<file path="src/rtl/alu_arbiter.sv">
// Round-robin arbiter and sequencer that shares one external combinational ALU
// between two requesters over valid/ready request and response handshakes.
module alu_arbiter (
    input  logic        clk_i,
    input  logic        rst_ni,
    input  logic [1:0]  ReqValid_i,
    output logic [1:0]  ReqReady_o,
    input  logic [31:0] Req0SrcA_i,
    input  logic [31:0] Req0SrcB_i,
    input  logic [2:0]  Req0Ctrl_i,
    input  logic [31:0] Req1SrcA_i,
    input  logic [31:0] Req1SrcB_i,
    input  logic [2:0]  Req1Ctrl_i,
    output logic [31:0] ALUSrcA_o,
    output logic [31:0] ALUSrcB_o,
    output logic [2:0]  ALUControl_o,
    input  logic [31:0] ALUResult_i,
    input  logic        ALUZero_i,
    output logic [1:0]  RspValid_o,
    input  logic [1:0]  RspReady_i,
    output logic [31:0] RspResult_o,
    output logic        RspZero_o,
    output logic        Busy_o,
    output logic        Owner_o
);

    typedef enum logic [1:0] {IDLE, EXEC, DONE} state_e;

    state_e      state_q, state_d;
    logic        last_grant_q, last_grant_d;
    logic        owner_q, owner_d;
    logic [31:0] alu_a_q, alu_a_d;
    logic [31:0] alu_b_q, alu_b_d;
    logic [2:0]  alu_ctrl_q, alu_ctrl_d;
    logic [31:0] rsp_result_q, rsp_result_d;
    logic        rsp_zero_q, rsp_zero_d;
    logic        busy_q, busy_d;
    logic        grant;
    logic        handshake;

    // With both requesters valid the one not served last wins; otherwise the lone requester.
    assign grant = (ReqValid_i == 2'b11) ? ~last_grant_q : ReqValid_i[1];

    always_comb begin
        ReqReady_o = 2'b00;
        if (rst_ni && (state_q == IDLE) && (ReqValid_i != 2'b00)) begin
            ReqReady_o[grant] = 1'b1;
        end
    end

    assign handshake = |ReqReady_o;

    always_comb begin
        state_d      = state_q;
        last_grant_d = last_grant_q;
        owner_d      = owner_q;
        alu_a_d      = alu_a_q;
        alu_b_d      = alu_b_q;
        alu_ctrl_d   = alu_ctrl_q;
        rsp_result_d = rsp_result_q;
        rsp_zero_d   = rsp_zero_q;
        case (state_q)
            IDLE: begin
                if (handshake) begin
                    alu_a_d      = grant ? Req1SrcA_i : Req0SrcA_i;
                    alu_b_d      = grant ? Req1SrcB_i : Req0SrcB_i;
                    alu_ctrl_d   = grant ? Req1Ctrl_i : Req0Ctrl_i;
                    owner_d      = grant;
                    last_grant_d = grant;
                    state_d      = EXEC;
                end
            end
            EXEC: begin
                rsp_result_d = ALUResult_i;
                rsp_zero_d   = ALUZero_i;
                state_d      = DONE;
            end
            DONE: begin
                // Only the owner's ready releases the ALU.
                if (RspReady_i[owner_q]) begin
                    state_d = IDLE;
                end
            end
            default: state_d = IDLE;
        endcase
        busy_d = (state_d != IDLE);
    end

    always_ff @(posedge clk_i or negedge rst_ni) begin
        if (!rst_ni) begin
            state_q      <= IDLE;
            last_grant_q <= 1'b1;
            owner_q      <= 1'b0;
            alu_a_q      <= 32'd0;
            alu_b_q      <= 32'd0;
            alu_ctrl_q   <= 3'd0;
            rsp_result_q <= 32'd0;
            rsp_zero_q   <= 1'b0;
            busy_q       <= 1'b0;
        end else begin
            state_q      <= state_d;
            last_grant_q <= last_grant_d;
            owner_q      <= owner_d;
            alu_a_q      <= alu_a_d;
            alu_b_q      <= alu_b_d;
            alu_ctrl_q   <= alu_ctrl_d;
            rsp_result_q <= rsp_result_d;
            rsp_zero_q   <= rsp_zero_d;
            busy_q       <= busy_d;
        end
    end

    always_comb begin
        RspValid_o = 2'b00;
        if (state_q == DONE) begin
            RspValid_o[owner_q] = 1'b1;
        end
    end

    assign ALUSrcA_o    = alu_a_q;
    assign ALUSrcB_o    = alu_b_q;
    assign ALUControl_o = alu_ctrl_q;
    assign RspResult_o  = rsp_result_q;
    assign RspZero_o    = rsp_zero_q;
    assign Busy_o       = busy_q;
    assign Owner_o      = owner_q;

endmodule
</file>
<file path="config.mk">
export PLATFORM = sky130hd
export DESIGN_NAME = alu_arbiter
export DESIGN_NICKNAME = d
export VERILOG_FILES = /design/src/rtl/alu_arbiter.sv
export SDC_FILE = /design/constraint.sdc
export NUM_CORES = 1
export LEC_CHECK = 0
export BUFFER_PORTS_ARGS = -buffer_cell sky130_fd_sc_hd__buf_4
export CAP_MARGIN = 20
export CORE_AREA = 2 2 107 109
export CTS_CLUSTER_DIAMETER = 40
export DETAILED_ROUTE_END_ITERATION = 10
export DIE_AREA = 0 0 109 111
export GPL_ROUTABILITY_DRIVEN = 0
export PLACE_DENSITY = 0.79
export SYNTH_ARGS = -nofsm -noshare
export SYNTH_HDL_FRONTEND = slang
export SYNTH_SLANG_ARGS = --single-unit
</file>
<file path="constraint.sdc">
create_clock -name clk_i -period 3.4 [get_ports clk_i]
set_clock_uncertainty 0.1 [all_clocks]
set_input_delay 1.02 -clock clk_i [delete_from_list [all_inputs] [get_ports clk_i]]
set_output_delay 1.02 -clock clk_i [all_outputs]
set_load 0.05 [all_outputs]
</file>
After elaboration in Yosys (flattened, before gate mapping)
Cells that the tools add are included.
{ "totals": {"word_cells": 41, "register_bits": 105, "inputBits": 173} }
{ "classes": {"bitwise": 1, "eq_ne": 3, "reduce_logical": 9, "n_mux": 15, "n_lt_le_gt_ge": 4} }
{ "op_table": {"columns": ["cell", "n"], "rows": [
  ["$mux W32", 2],
  ["$mux W2", 4],
  ["$pmux W2 S3", 1],
  ["$mux W1", 5],
  ["$eq A2 B2 Y1 const B", 2],
  ["$logic_and A1 B1 Y1", 4],
  ["$lt A1 B2 Y1 const B", 2],
  ["$reduce_bool A2 Y1", 2],
  ["$mux W3", 1],
  ["$demux W1 S1", 2],
  ["$eq A2 B1 Y1 const B", 1],
  ["$ge A1 B1 Y1 const B", 2],
  ["$logic_not A2 Y1", 1],
  ["$reduce_and A2 Y1", 1],
  ["$reduce_or A2 Y1", 1],
  ["$not A1 Y1", 1]
]} }

Longest topological paths before layout
Gate-level depths: netlist of the first run.
{ "depth": {"ltp_word": 11, "ltp_mapped": 7} }

Least setup slack after synthesis of the first run
No wires, ideal clock.
{ "synth_timing": {"path_type": "input port to output port", "startpoint": "in rst_ni", "endpoint": "out ReqReady_o[0]", "path_stages": 5, "path_buffers": 3, "arrival_time_ns": 2.274, "path_slack_ns": 0.006, "cell_sequence": "or3b_1 > buf_2 > buf_6 > buf_6 > nor3b_4"} }
{ "synth_between": {"elab_chain_len": 3} }
{ "synth_rtl": {"columns": ["element", "line_no", "source"], "rows": [
  ["from (decl)", "5", "input logic rst_ni,"],
  ["$logic_and A1 B1 Y1 (2 in series)", "46", "if (rst_ni && (state_q == IDLE) && (ReqValid_i != 2'b00)) begin"],
  ["$mux W2", "46", null],
  ["to (decl)", "7", "output logic [1:0] ReqReady_o,"]
]} }
Every way passes these cells.

Final worst setup path of the first run
Ends and elaborated chain as after synthesis.

==> metrics.txt, run 1 <==
run status complete, no violations; Starting DRT DRC Count 253; Setup crit start kind input port; number of violations of the max-capacitance limit 0; Layout Utilization 0.642; number of vias per cell after detailed routing 5.38; cell area power density roughly 1100 mW/mm^2; final setup margin 0.302 ns; CP Capture Point ReqReady_o[0]; Wirelength per Cell 18.2 microns; layout net count 829; DRC violation count after routing 0; total iterations of the first detailed-routing run 5; Clock Root Buffer sky130_fd_sc_hd__clkbuf_16; Die Outline Area 0.0121 sq mm; largest net degree at the start of global routing 68; worst slack, placed 0.294 ns; fmax 323 MHz; initial antenna violation count 0; hold-fix buffer count after cts 0; Worst Path Required about 2.3 ns; max_slew headroom 0.434; list of cells traversed by the critical path buf_4, or3b_4, nor3b_4, buf_4; launching point of the worst reg2reg path state_q[1]$_DFF_PN0_; CTS buffer count 9; Max Buffers Root-to-Sink 2; number of distinct standard cells referenced by the synthesized netlist 24; first-pass GRT wire length 22,700 microns; Design Power 7.73 mW; clock-pin slew on the worst setup and hold paths 0.06 ns; die boundary width 109 microns; wire length after detailed routing 14,700 microns; cell type with the largest total area after synthesis sky130_fd_sc_hd__dfrtp_1; detailed placer's ending HPWL 10,400 microns; Crit Path Max Fanout 4; global route overflow 0; all-layer global routing usage 0.244; shortest period the worst path allows 3.10 ns; Yosys warnings 0; net count after synthesis between 500 and 600; Critical Path Sink Type output pin; Critical Path Source rst_ni; delay-heaviest family, CP simple AND/OR/NAND/NOR gates; latest clock arrival within the worst-skew pair 0.34 ns; Core Footprint 0.0111 sq mm; fin crit share 0.911; Setup TNS Final 0 ns; cell depth of the worst flop-to-flop path 4; CTS tree done; final setup vio count 0; Rows 39; proportion of layout cells with a drive suffix above 1 0.548; via count of the first global-routing pass 4,366; CP Depth 4; Final Slew Violations 0; filler instances between 800 and 900; reg2reg setup slack 1.37 ns; Worst path most repeated cell sky130_fd_sc_hd__buf_4; count of state elements after synthesis 105; worst setup path category input port to output pin; critical path buffer and inverter count 2; initial core utilization 0.424; post-cts resize count 0; Leakage 3.48 nW; ports placed on the boundary around 280; buffers inserted by post-CTS timing repair 0; data arrival time of the worst path around 2.0 ns; DR vias 4,328; ANT cells 0; Avg Cell Area, Syn roughly 12 sq um; terminus of the critical flop-to-flop path ALUSrcB_o[5]$_DFFE_PN0P_; share of the synthesized area in the top cell type 0.554; Antenna Nets Post-Route 0; area of the mapped netlist 0.00470 sq mm; highest ir drop seen on vdd 0.856 mV; Worst Max-Slew Pin Slew 0.849 ns; worst hold path class flip-flop to flip-flop; vertical die dimension 111 microns; depth of the CTS H-tree 3; largest cells by area after synthesis sky130_fd_sc_hd__dfrtp_1, sky130_fd_sc_hd__a221o_1, sky130_fd_sc_hd__mux2_2; Area Growth Syn to Fin 51.4%; sequential area share after synthesis 0.560; Port Buf Inserts 278; number of instances in the synthesized netlist 401; CTS Sinks roughly 110; cell with the largest stage delay on the worst path sky130_fd_sc_hd__or3b_4; final hold violation count 0; setup repair after global routing missed its margin false; maximum cell stage delay along the critical path roughly 0.39 ns
==> Yosys cell counts <==
library cell	count
sky130_fd_sc_hd__buf_2	11
sky130_fd_sc_hd__buf_1	1
sky130_fd_sc_hd__o21ai_1	1
sky130_fd_sc_hd__dfstp_2	1
sky130_fd_sc_hd__nor2b_1	1
sky130_fd_sc_hd__mux2_2	34
sky130_fd_sc_hd__nand2_1	68
sky130_fd_sc_hd__a221o_1	67
sky130_fd_sc_hd__inv_1	3
sky130_fd_sc_hd__nor3b_1	1
sky130_fd_sc_hd__or3b_1	1
sky130_fd_sc_hd__nor2_1	2
sky130_fd_sc_hd__nor3b_4	1
sky130_fd_sc_hd__dfrtp_1	104
sky130_fd_sc_hd__clkbuf_1	23
sky130_fd_sc_hd__o21ai_0	1
sky130_fd_sc_hd__buf_4	1
sky130_fd_sc_hd__and3_1	1
sky130_fd_sc_hd__nand2b_1	3
sky130_fd_sc_hd__a21oi_1	2
sky130_fd_sc_hd__nor3_1	48
sky130_fd_sc_hd__nor3_2	19
sky130_fd_sc_hd__clkbuf_2	1
sky130_fd_sc_hd__buf_6	6
==> cell type report <==
class	count	area, sq um	share of cell area
flip-flops and latches	105	2630	0.370
repair buffers	287	2170	0.305
clock inverters	6	33.8	0.00475
well taps	143	179	0.0251
clock buffers	10	239	0.0336
multi-input cells	250	1860	0.261
inverters	3	11.3	0.00158
==> through the flow <==
step,hold slack [ns],instances,cell area (sq um)
finish,0.406,804,7110
global route,0.424,804,7110
CTS,0.408,804,7110
detailed placement,0.397,788,6840
global placement,0.385,788,6840
floorplan,0.349,401,4700
==> flip-flops by register name, summed over array words and instances (netlist names) <==
signal,count
RspZero_o,1
Owner_o,1
last_grant_q,1
RspResult_o,32
state_q,2
ALUSrcA_o,32
ALUSrcB_o,32
Busy_o,1
ALUControl_o,3
==> worst min-delay path by stage <==
stage | from | endpoint | slack [ns] | depth (start not counted)
floorplan | last_grant_q$_DFFE_PN1P_ | last_grant_q$_DFFE_PN1P_ | 0.35 | 2
global placement | last_grant_q$_DFFE_PN1P_ | last_grant_q$_DFFE_PN1P_ | 0.38 | 2
detailed placement | RspResult_o[16]$_DFFE_PN0N_ | RspResult_o[16]$_DFFE_PN0N_ | 0.40 | 1
finish | last_grant_q$_DFFE_PN1P_ | last_grant_q$_DFFE_PN1P_ | 0.41 | 2
global route | RspResult_o[13]$_DFFE_PN0N_ | RspResult_o[13]$_DFFE_PN0N_ | 0.42 | 1
CTS | last_grant_q$_DFFE_PN1P_ | last_grant_q$_DFFE_PN1P_ | 0.41 | 2
==> power breakdown <==
part | switching, mW | internal (mW)
Clock | 0.443 | 0.511
Combinational | 3.03 | 1.50
Sequential | 0.380 | 1.86
==> cell families (layout without fill, tap and decap cells) <==
logic type | after synthesis | count (layout) | share of synthesized area
and+or+nand+nor | 145 | 145 | 0.162
buffers and inverters | 46 | 306 | 0.0503
AOI/OAI and AO/OA | 71 | 71 | 0.147
DFF | 105 | 105 | 0.560
muxes | 34 | 34 | 0.0815
==> cells in the final DEF, fill, tap and decap left out, drive strengths merged, types with 3 or more instances in the layout <==
| cell | Yosys | final |
|---|---|---|
| mux2 | 34 | 34 |
| clkbuf | 24 | 10 |
| nand2 | 68 | 68 |
| buf | 19 | 287 |
| nor3 | 67 | 67 |
| clkinv | 0 | 6 |
| a221o | 67 | 67 |
| inv | 3 | 3 |
| nand2b | 3 | 3 |
| dfrtp | 104 | 104 |
==> routing by layer <==
metal | vias to the layer above | global-route usage | share of wire
li1 | 1997 | - | -
met1 | 2063 | 0.296 | 0.39
met2 | 246 | 0.404 | 0.49
met3 | 22 | 0.0711 | 0.10
met4 | 0 | 0.0932 | 0.021
met5 | - | 0 | 0
==> worst register-to-register path, stage by stage (launching register included) <==
cell                      delay, ns
sky130_fd_sc_hd__dfrtp_1       0.41
sky130_fd_sc_hd__nor3b_1       0.25
sky130_fd_sc_hd__and3_2        0.26
sky130_fd_sc_hd__buf_4         0.59
sky130_fd_sc_hd__a221o_1       0.36
(Power assumes the default switching activity.)
==> inputs of run 2 (changes only) <==
--- a/config.mk
+++ b/config.mk
@@ -7,12 +7,12 @@
 export LEC_CHECK = 0
 export BUFFER_PORTS_ARGS = -buffer_cell sky130_fd_sc_hd__buf_4
 export CAP_MARGIN = 20
-export CORE_AREA = 2 2 107 109
+export CORE_MARGIN = 1
+export CORE_UTILIZATION = 35
 export CTS_CLUSTER_DIAMETER = 40
 export DETAILED_ROUTE_END_ITERATION = 10
-export DIE_AREA = 0 0 109 111
 export GPL_ROUTABILITY_DRIVEN = 0
-export PLACE_DENSITY = 0.79
+export PLACE_DENSITY = 0.67
 export SYNTH_ARGS = -nofsm -noshare
 export SYNTH_HDL_FRONTEND = slang
 export SYNTH_SLANG_ARGS = --single-unit
==> run 2 against run 1 <==
Sequential power about the same. Cell area grew 0.70%. Fmax about the same. Combinational power barely moved. Setup slack gained 0.0014 ns. Sequential cell count did not move. Critical path depth stayed put. Total power is 0.12% lower. Core utilization fell by 8.6 points. Wire length barely moved. Register-to-register slack improved by 0.05 ns. Largest cell class unchanged. Highest routed layer is now met5.
==> metrics.txt, run 2 (synthesized netlist as in run 1, its figures left out) <==
run status complete, no violations; maximum cell stage delay along the critical path 0.40 ns; global route overflow 0; Crit Path Max Fanout 3; total iterations of the first detailed-routing run 4; hold path start last_grant_q$_DFFE_PN1P_; wire length after detailed routing 14,700 microns; Design Power 7.72 mW; depth of the CTS H-tree 3; post-cts resize count 0; cell with the largest stage delay on the worst path sky130_fd_sc_hd__or3b_4; initial antenna violation count 1; DR vias 4,316; final setup vio count 0; Critical Path Source rst_ni; highest ir drop seen on vdd 0.435 mV; highest-count cells in the layout ignoring fill and taps sky130_fd_sc_hd__buf_4, sky130_fd_sc_hd__dfrtp_1, sky130_fd_sc_hd__nand2_1; Core Footprint ~0.013 sq mm; initial core utilization 0.365; ANT cells 0; Worst path most repeated cell sky130_fd_sc_hd__buf_4; hold-fix buffer count after cts 0; shortest period the worst path allows 3.10 ns; CTS tree done; Worst Max-Slew Pin Slew 0.832 ns; Layout Utilization 0.556; Port Buf Inserts 278; layout net count 831; fin crit share 0.911; Setup crit start kind input port; Starting DRT DRC Count 318; Die Outline Area 0.0139 sq mm; Antenna Nets Post-Route 0; latest clock arrival within the worst-skew pair 0.34 ns; number of vias per cell after detailed routing between 5 and 6; Clock Root Buffer sky130_fd_sc_hd__clkbuf_16; vertical die dimension roughly 120 microns; launching point of the worst reg2reg path state_q[1]$_DFF_PN0_; Rows between 40 and 50; Setup TNS Final 0 ns; most frequent standard cell in the layout excluding fill and tap cells sky130_fd_sc_hd__buf_4; die boundary width 118 microns; CTS Sinks 105; all-layer global routing usage 0.211; DRC violation count after routing 0; list of cells traversed by the critical path buf_4, or3b_4, nor3b_4, buf_4; first-pass GRT wire length 23,200 microns; CTS buffer count 9; ports placed on the boundary 279; Wirelength per Cell 17.6 microns; Critical Path Sink Type output pin; setup repair after global routing missed its margin false; number of violations of the max-capacitance limit 0; detailed placer's ending HPWL 10,500 microns; proportion of layout cells with a drive suffix above 1 0.549; clock-pin slew on the worst setup and hold paths approximately 0.07 ns; max_slew headroom 0.445; worst hold path class flip-flop to flip-flop; Area Growth Syn to Fin 52.5%; Final Slew Violations 0; worst setup path category input port to output pin; Worst Path Required 2.28 ns; cell area power density 1080 mW/mm^2; Leakage 3.47 nW; buffers inserted by post-CTS timing repair 0; Max Buffers Root-to-Sink 2; fmax 323 MHz; data arrival time of the worst path 1.98 ns; final hold violation count 0; largest net degree at the start of global routing 68; via count of the first global-routing pass 4,321
-- run 2: layer usage --
layer	GRT usage	vias to the layer above	part of all wire
li1	-	2003	-
met1	0.270	2085	0.42
met2	0.355	203	0.50
met3	0.0431	23	0.063
met4	0.0705	2	0.020
met5	0	-	0.00095
-- run 2: stage by stage --
step | cells | setup slack, ns | cell area, sq um | hold WS [ns]
2_1_floorplan | 401 | 0.00605 | 4700 | 0.349
3_3_place_gp | 819 | 0.329 | 6890 | 0.382
3_5_place_dp | 819 | 0.303 | 6890 | 0.386
4_1_cts | 835 | 0.302 | 7160 | 0.397
5_1_grt | 835 | 0.249 | 7160 | 0.419
6_report | 835 | 0.303 | 7160 | 0.397
-- run 2: final timing paths --
kind | endpoint | slack [ns] | depth (start not counted)
min in group asynchronous | ALUControl_o[2]$_DFFE_PN0P_ | 0.70 | 2
hold reg to reg | last_grant_q$_DFFE_PN1P_ | 0.40 | 2
max in group asynchronous | RspResult_o[8]$_DFFE_PN0N_ | 1.31 | 3
setup / recovery | ReqReady_o[0] | 0.30 | 4
setup reg to reg | ALUSrcB_o[4]$_DFFE_PN0P_ | 1.42 | 4
hold / removal | last_grant_q$_DFFE_PN1P_ | 0.40 | 2
-- run 2: area by class of cell --
cell class	instances	area (sq um)
clock buffer	9	225
clock inverter	7	46.3
fill	1162	5710
inverter	3	11.3
multi-input combinational	250	1860
sequential	105	2630
tap	172	215
timing repair buffer	289	2180
-- run 2: report_power, final --
group          internal, mW  total, mW  leakage (nW)  switching (mW)
logic                  1.51       4.55          2.07            3.04
registers              1.86       2.23          1.27           0.368
clock network         0.495      0.951         0.128           0.456
total                  3.86       7.72          3.47            3.86
-- run 2: critical path: cells and delay by family --
kind / cells / cell delay (ns)
simple gates: 2 / 0.62
buf+inv: 2 / 0.33
==> inputs of run 3 (changes only) <==
--- a/config.mk
+++ b/config.mk
@@ -8,11 +8,11 @@
 export BUFFER_PORTS_ARGS = -buffer_cell sky130_fd_sc_hd__buf_4
 export CAP_MARGIN = 20
 export CORE_MARGIN = 1
-export CORE_UTILIZATION = 35
+export CORE_UTILIZATION = 40
 export CTS_CLUSTER_DIAMETER = 40
 export DETAILED_ROUTE_END_ITERATION = 10
 export GPL_ROUTABILITY_DRIVEN = 0
-export PLACE_DENSITY = 0.67
+export PLACE_DENSITY = 0.75
 export SYNTH_ARGS = -nofsm -noshare
 export SYNTH_HDL_FRONTEND = slang
 export SYNTH_SLANG_ARGS = --single-unit
==> run 3 against run 2 <==
Total power increased by 3.5%. Global-route usage increased by 3.0 points. Fmax increased by 0.60%. Critical path type unchanged. Largest power group unchanged.
==> metrics.txt, run 3 (synthesized netlist as in run 1, its figures left out) <==
number of vias per cell after detailed routing around 5.3; initial antenna violation count 0; number of violations of the max-capacitance limit 0; initial core utilization 0.411; proportion of layout cells with a drive suffix above 1 0.548; fmax ~320 MHz; post-cts resize count 0; Hold Crit Depth 1; cell depth of the worst flop-to-flop path 4; Rows 39; hold path start RspResult_o[6]$_DFFE_PN0N_; Area Growth Syn to Fin 53.2%; ANT cells 0; DR vias between 4,000 and 5,000; Leakage 3.50 nW; Placed Instance Area ~0.0068 sq mm; data arrival time of the worst path 1.96 ns; layout net count about 830; Port Buf Inserts approximately 280; highest ir drop seen on vdd approximately 0.94 mV; most frequent standard cell in the layout excluding fill and tap cells sky130_fd_sc_hd__buf_4; final hold violation count 0; Core Footprint 0.0114 sq mm; clock-pin slew on the worst setup and hold paths 0.07 ns; global route overflow 0; hold-fix buffer count after cts 0; fin crit share 0.905; detailed placer's ending HPWL 10,300 microns; via count of the first global-routing pass about 4,300; CTS Sinks 105; worst hold path class flip-flop to flip-flop; total iterations of the first detailed-routing run 4; max_slew headroom 0.418; reg2reg setup slack 1.36 ns; Max Buffers Root-to-Sink 2; cell area power density 1110 mW/mm^2; Setup TNS Final 0 ns; ports placed on the boundary 279; Worst Path Required 2.28 ns; highest-count cells in the layout ignoring fill and taps sky130_fd_sc_hd__buf_4, sky130_fd_sc_hd__dfrtp_1, sky130_fd_sc_hd__nand2_1; die boundary width 110 microns; worst setup path category input port to output pin; Final Slew Violations 0; final setup vio count 0; vertical die dimension 110 microns; summed area of non-filler cells in the final layout about 0.0072 sq mm; Crit Path Max Fanout 3; CTS tree done; run status complete, no violations; Worst Max-Slew Pin Slew 0.874 ns; Starting DRT DRC Count 290; shortest period the worst path allows 3.08 ns; CTS buffer count 9; launching point of the worst reg2reg path state_q[1]$_DFF_PN0_; Antenna Nets Post-Route 0; setup repair after global routing missed its margin false; buffers inserted by post-CTS timing repair 0; all-layer global routing usage 0.241; depth of the CTS H-tree 3; Die Outline Area between 0.01 and 0.015 sq mm; largest net degree at the start of global routing slightly below 70; DRC violation count after routing 0; terminus of the critical flop-to-flop path ALUSrcA_o[9]$_DFFE_PN0P_; latest clock arrival within the worst-skew pair approximately 0.34 ns; worst hold endpoint RspResult_o[6]$_DFFE_PN0N_; Setup crit start kind input port; first-pass GRT wire length 21,900 microns; wire length after detailed routing 14,800 microns; Wirelength per Cell 18.5 microns; Clock Root Buffer sky130_fd_sc_hd__clkbuf_16; Critical Path Sink Type output pin
[run 3: final cells by class]
class                   count  area (sq um)
inverters                   3          11.3
well taps                 143           179
clock inverters             6           115
multi-input cells         250          1860
repair buffers            287          2170
clock buffers              10           239
fillers                   939          4220
flip-flops and latches    105          2630
[run 3: worst max-delay path: stages]
cell and delay [ns]:
sky130_fd_sc_hd__buf_4 0.09, sky130_fd_sc_hd__or3b_4 0.39, sky130_fd_sc_hd__nor3b_4 0.23, sky130_fd_sc_hd__buf_4 0.24
[run 3: worst max path at each step]
stage / from / slack (ns) / cells past startpoint / to
CTS: rst_ni / 0.31 / 4 / ReqReady_o[0]
global route: rst_ni / 0.28 / 4 / ReqReady_o[0]
finish: rst_ni / 0.32 / 4 / ReqReady_o[0]
floorplan: rst_ni / 0.006 / 5 / ReqReady_o[0]
detailed placement: rst_ni / 0.31 / 4 / ReqReady_o[0]
global placement: rst_ni / 0.33 / 4 / ReqReady_o[0]
[run 3: report_power, final]
part	internal, mW	total [mW]	switching [mW]
Clock	0.742	1.20	0.458
Sequential	1.86	2.23	0.371
Combinational	1.51	4.56	3.06
Total	4.11	7.99	3.89
[run 3: metrics by stage]
stage,utilization,setup slack [ns],hold slack (ns),std cells,power [mW]
finish,0.630,0.322,0.406,804,7.99
global route,0.630,0.278,0.417,804,8.34
CTS,0.630,0.305,0.409,804,8.05
detailed placement,0.599,0.307,0.394,788,6.82
global placement,0.599,0.333,0.389,788,6.75
floorplan,-,0.00605,0.349,401,5.33
[run 3: per-layer routing]
metal  share of wire  GRT usage  wire length, microns  vias up
met1            0.38      0.279                  5690     2025
met4           0.040      0.148                   597        0
met3           0.077     0.0635                  1140       40
met2            0.50      0.399                  7410      199
li1                -          -                     -     1995
met5               0          0                     0        -
